`config.mk`:
```
export PLATFORM = sky130hd
export DESIGN_NAME = serial_subtractor_4bit
export DESIGN_NICKNAME = d
export VERILOG_FILES = /design/src/rtl/serial_subtractor_4bit.sv
export SDC_FILE = /design/constraint.sdc
export NUM_CORES = 1
export LEC_CHECK = 0
export CORE_MARGIN = 3
export CORE_UTILIZATION = 44
export CTS_BUF_LIST = sky130_fd_sc_hd__clkbuf_16
export CTS_CLUSTER_SIZE = 8
export DETAILED_ROUTE_END_ITERATION = 12
export PLACE_DENSITY = 0.73
export SLEW_MARGIN = 20
export SYNTH_ARGS = -nofsm -noshare
export SYNTH_HDL_FRONTEND = slang
export SYNTH_SLANG_ARGS = --single-unit
```
`constraint.sdc`:
```
create_clock -name clk -period 1.3 [get_ports clk]
set_clock_uncertainty 0.1 [all_clocks]
set_input_delay 0.26 -clock clk [delete_from_list [all_inputs] [get_ports clk]]
set_output_delay 0.26 -clock clk [all_outputs]
set_load 0.01 [all_outputs]
```
`src/rtl/serial_subtractor_4bit.sv`:
```
// -----------------------------------------------------------------------------
// serial_subtractor_4bit
//
// Bit-serial subtractor: computes diff = a - b - bin (mod 2^WIDTH) and the
// unsigned borrow-out, one bit per clock, LSB first, through a single
// full-subtractor cell.
//
// Optional feature macro: SUB_OVERFLOW_EN
//    When defined, adds output ovf (signed two's-complement overflow of the
//    subtraction, registered and updated together with done).
//
// Ports
//    clk    in   rising-edge clock
//    rst_n  in   asynchronous active-low reset
//    start  in   begin a subtraction (accepted in IDLE or DONE)
//    a      in   [WIDTH-1:0] minuend, sampled on the accepting edge
//    b      in   [WIDTH-1:0] subtrahend, sampled on the accepting edge
//    bin    in   borrow-in, sampled on the accepting edge
//    diff   out  [WIDTH-1:0] registered result
//    bout   out  registered borrow-out (a < b + bin, unsigned)
//    busy   out  high while bits are being shifted
//    done   out  one-cycle pulse when diff/bout become valid
//    ovf    out  (SUB_OVERFLOW_EN only) signed overflow flag
// -----------------------------------------------------------------------------
module serial_subtractor_4bit #(
   parameter int WIDTH = 4
) (
   input  logic             clk,
   input  logic             rst_n,
   input  logic             start,
   input  logic [WIDTH-1:0] a,
   input  logic [WIDTH-1:0] b,
   input  logic             bin,
   output logic [WIDTH-1:0] diff,
   output logic             bout,
   output logic             busy,
`ifdef SUB_OVERFLOW_EN
   output logic             done,
   output logic             ovf
`else
   output logic             done
`endif
);

   localparam int CW = (WIDTH > 1) ? $clog2(WIDTH) : 1;
   localparam logic [CW-1:0] LAST_BIT = CW'(WIDTH - 1);

   typedef enum logic [1:0] {
      IDLE  = 2'd0,
      SHIFT = 2'd1,
      DONE  = 2'd2
   } state_t;

   // One full-subtractor cell: returns {borrow_next, difference_bit}.
   function automatic logic [1:0] full_sub(input logic ai, input logic bi, input logic bri);
      logic d;
      logic brn;
      d   = ai ^ bi ^ bri;
      brn = (~ai & bi) | (~(ai ^ bi) & bri);
      return {brn, d};
   endfunction

   state_t           state_r;
   logic [WIDTH-1:0] a_sh_r;
   logic [WIDTH-1:0] b_sh_r;
   logic             br_r;
   logic [CW-1:0]    cnt_r;
`ifdef SUB_OVERFLOW_EN
   logic             a_msb_r;
   logic             b_msb_r;
`endif

   logic [1:0]       fs_s;
   logic             load_s;

   // Full-subtractor on the current LSBs of the operand shift registers.
   always_comb begin
      fs_s = full_sub(a_sh_r[0], b_sh_r[0], br_r);
   end

   // A new operation may be accepted whenever no subtraction is in flight.
   always_comb begin
      load_s = 1'b0;
      if (start && (state_r != SHIFT)) begin
         load_s = 1'b1;
      end else begin
         load_s = 1'b0;
      end
   end

   // Control FSM, operand shift registers and registered outputs.
   always_ff @(posedge clk or negedge rst_n) begin
      if (!rst_n) begin
         state_r <= IDLE;
         a_sh_r  <= '0;
         b_sh_r  <= '0;
         br_r    <= 1'b0;
         cnt_r   <= '0;
         diff    <= '0;
         bout    <= 1'b0;
         busy    <= 1'b0;
         done    <= 1'b0;
`ifdef SUB_OVERFLOW_EN
         a_msb_r <= 1'b0;
         b_msb_r <= 1'b0;
         ovf     <= 1'b0;
`endif
      end else if (load_s) begin
         // Accepted from IDLE or from DONE (back-to-back); diff/bout keep
         // the previous result until bits start arriving.
         state_r <= SHIFT;
         a_sh_r  <= a;
         b_sh_r  <= b;
         br_r    <= bin;
         cnt_r   <= '0;
         busy    <= 1'b1;
         done    <= 1'b0;
`ifdef SUB_OVERFLOW_EN
         a_msb_r <= a[WIDTH-1];
         b_msb_r <= b[WIDTH-1];
`endif
      end else begin
         case (state_r)
            IDLE: begin
               busy <= 1'b0;
               done <= 1'b0;
            end
            SHIFT: begin
               a_sh_r <= {1'b0, a_sh_r[WIDTH-1:1]};
               b_sh_r <= {1'b0, b_sh_r[WIDTH-1:1]};
               br_r   <= fs_s[1];
               // New bits enter at the MSB so bit 0 ends up at diff[0].
               diff   <= {fs_s[0], diff[WIDTH-1:1]};
               if (cnt_r == LAST_BIT) begin
                  state_r <= DONE;
                  bout    <= fs_s[1];
                  busy    <= 1'b0;
                  done    <= 1'b1;
`ifdef SUB_OVERFLOW_EN
                  // fs_s[0] is the final result MSB.
                  ovf     <= (a_msb_r != b_msb_r) && (fs_s[0] != a_msb_r);
`endif
               end else begin
                  cnt_r <= cnt_r + CW'(1);
               end
            end
            DONE: begin
               state_r <= IDLE;
               done    <= 1'b0;
               busy    <= 1'b0;
            end
            default: begin
               state_r <= IDLE;
               busy    <= 1'b0;
               done    <= 1'b0;
            end
         endcase
      end
   end

endmodule
```
==> reports/metrics.csv <==
metric,value,unit
Hold Path Class,in -> async,
synthesis warning total,0,
synth top area cells,"dfrtp_1 (54%), mux2_2 (15%), mux2i_1 (8.6%)",
share of layout cells above drive strength 1,34.4,%
Synth Area in XOR/XNOR,0.943,%
vias in the first global route,649,
routed len/inst,14.0,µm
"flops & latches, synth",20,
nets@finish,108,
Iteration-0 DRC Markers,2,
post-layout min period,1.37,ns
synth cell count leaders,"dfrtp_1 (20), mux2_2 (12), mux2i_1 (8)",
"Distinct cells, synth",15,
pin slew with the least headroom to its limit,0.245,ns
GP Congestion,0.708,
pwr dens,2350,nW/µm²
area post-placement,1170,µm²
I/O pin total,19,
wire length of the first global-routing pass,3020,µm
maximum root-to-sink buffer count,2,
crit-path max FO,2,
"Req. time, crit path",1.33,ns
Worst path slowest cell,fa_1,
cell chain of the critical path,inv_2 -> fa_1 -> mux2_2,
Lkg Pwr,0.626,nW
maximum capacitance violations,0,
largest area contributor in the netlist,dfrtp_1,
top-area cell type share of the netlist area,53.9,%
Worst slew margin,83.7,%
global route overflow,0,
Max H-tree Level,1,
port buffer count,18,
number of flops mapped to enable cells by yosys,0,
Fill cells,131,
Final setup viols,6,
Finished Cell Area,1270,µm²
post-route setup TNS,-0.145,ns
CTS tree,built,
Die Y,51.9,µm
WL met2,827,µm
sequential element share of the synthesized area,53.9,%
FP Rows,15,
Tot Pwr,2.97,mW
DRC errors left,0,
final hold viol count,0,
outcome,finished with violations,
Initial Utilization,50.0,%
Clock Sinks,20,
Post-Syn Instances,64,
Initial DRT Pass Iterations,2,
mux cell area share after synthesis,30.5,%
Post-Route Utilization,68.2,%
area grow syn2layout,36.5,%
Fmax,729,MHz
final slew viol count,0,
global-route total usage across every layer,15.6,%
"count leader, synth",dfrtp_1,
DRT met1 WL,743,µm
largest net degree at the start of global routing,21,
initial antenna violation count,0,
max layer used,met4,
die area,2700,µm²
core box area,1860,µm²
largest family of logic cells by synthesized area,multiplexers,
Compound-Gate Fraction of Synth Area,1.62,%
Post-Synth Adder-Cell Area,3.50,%
post-DR vias/cell,4.83,
root buffer cell,clkbuf_16,
Critical Path AT,1.40,ns
final WL,1660,µm
Synth Area in Simple Gates,4.31,%
Mapped Nets,78,
Mapped Area,928,µm²
startpoint types,register,
critical path type,reg -> reg,
"Avg Cell Area, Syn",14.5,µm²
Worst-Skew Late Latency,0.25,ns
unrepaired setup endpoints after global routing,yes,
hold_ws,0.250,ns
Vias,570,
"Period Utilization, post-route",105,%
# diodes,0,
Routed Antenna Nets,0,
"Reg clk slew, reported paths",0.05,ns
failing checks,setup timing,
CTS Buf Count,3,
reg2reg path depth,3,
Max VDD drop,1.38,mV
fraction of registers with async set/reset,100,%
Chip Width,51.9,µm
most common flop cell mapped by yosys,dfrtp_1,
Detailed Place HPWL,1180,µm
Setup WS post-layout,-0.0709,ns
Detail Route met3 WL,69,µm
crit-path max cell delay,0.47,ns
Worst setup EP type,register,
[final timing paths]
path | start | endpoint | slack [ns]
max in group asynchronous | rst_n | a_sh_r[1]$_DFFE_PN0P_ | 0.65
min | rst_n | cnt_r[0]$_DFFE_PN0P_ | 0.25
max | br_r$_DFFE_PN0P_ | diff[3]$_DFFE_PN0P_ | -0.07
min reg2reg | done$_DFFE_PN0P_ | done$_DFFE_PN0P_ | 0.37
min in group clk | done$_DFFE_PN0P_ | done$_DFFE_PN0P_ | 0.37
max reg2reg | br_r$_DFFE_PN0P_ | diff[3]$_DFFE_PN0P_ | -0.07
[routing by layer]
metal,vias up,track usage [%]
li1,274,-
met1,280,19.8
met2,14,26.4
met3,2,2.87
met4,0,5.24
met5,-,0
[per-stage QoR]
| step | worst slack [ns] | instances |
|---|---|---|
| after floorplan | 0.00202 | 64 |
| after CTS | -0.0665 | 118 |
| final | -0.0709 | 118 |
| after global routing | -0.103 | 118 |
| after detailed placement | -0.425 | 112 |
| after global placement | -0.408 | 112 |
[layout by cell type (no fill, tap or decap)]
| master | count |
|---|---|
| buf_6 | 1 |
| mux2i_1 | 8 |
| clkdlybuf4s15_1 | 1 |
| nor2b_2 | 1 |
| o21a_1 | 2 |
| nor2_1 | 2 |
| nand3b_1 | 1 |
| clkbuf_16 | 3 |
| nand2b_1 | 2 |
| inv_1 | 2 |
| mux2_4 | 5 |
| clkinv_1 | 1 |
| nor2b_1 | 1 |
| dlygate4sd2_1 | 7 |
| buf_4 | 9 |
| clkdlybuf4s50_1 | 10 |
| ha_2 | 1 |
| mux2_1 | 2 |
| inv_2 | 2 |
| xor2_1 | 1 |
| dfrtp_1 | 20 |
| mux2_2 | 10 |
| fa_1 | 1 |
[layout make-up]
type                       count  area (µm²)  share of cell area (%)
timing repair buffer          28         250                    19.7
tap                           25        31.3                    2.47
multi-input combinational     37         392                    30.9
clock inverter                 1        3.75                   0.296
inverter                       4        15.0                    1.18
sequential                    20         500                    39.5
clock buffer                   3        75.1                    5.92
[logic make-up after synthesis]
| group | count (synthesis) |
|---|---|
| mux | 25 |
| flops | 20 |
| buf+inv | 7 |
| simple gates | 7 |
| compound gates | 2 |
| fa+ha+maj | 2 |
| xor+xnor | 1 |
[worst max-delay path, delay by kind of cell (launching register included)]
kind / cells / cell delay [ns]
buf+inv: 1 / 0.05
fa+ha+maj: 1 / 0.47
mux: 1 / 0.27
flops: 1 / 0.37
[sequential cells by signal, summed over array words and instances (netlist names)]
register,cells
b_sh_r,4
br_r,1
a_sh_r,4
cnt_r,2
state_r,2
bout,1
done,1
busy,1
diff,4
[repair_timing]
action,CTS,global route
setup endpoints to repair,17,14
gates resized for setup,13,2
hold buffers,0,0
buffers inserted,2,0
cloned,0,0
[power by group]
group          switching (mW)  internal (mW)
clock                   0.210          0.409
sequential              0.167          0.915
combinational           0.514          0.759
No activity file was read; power rests on OpenSTA's default activity.
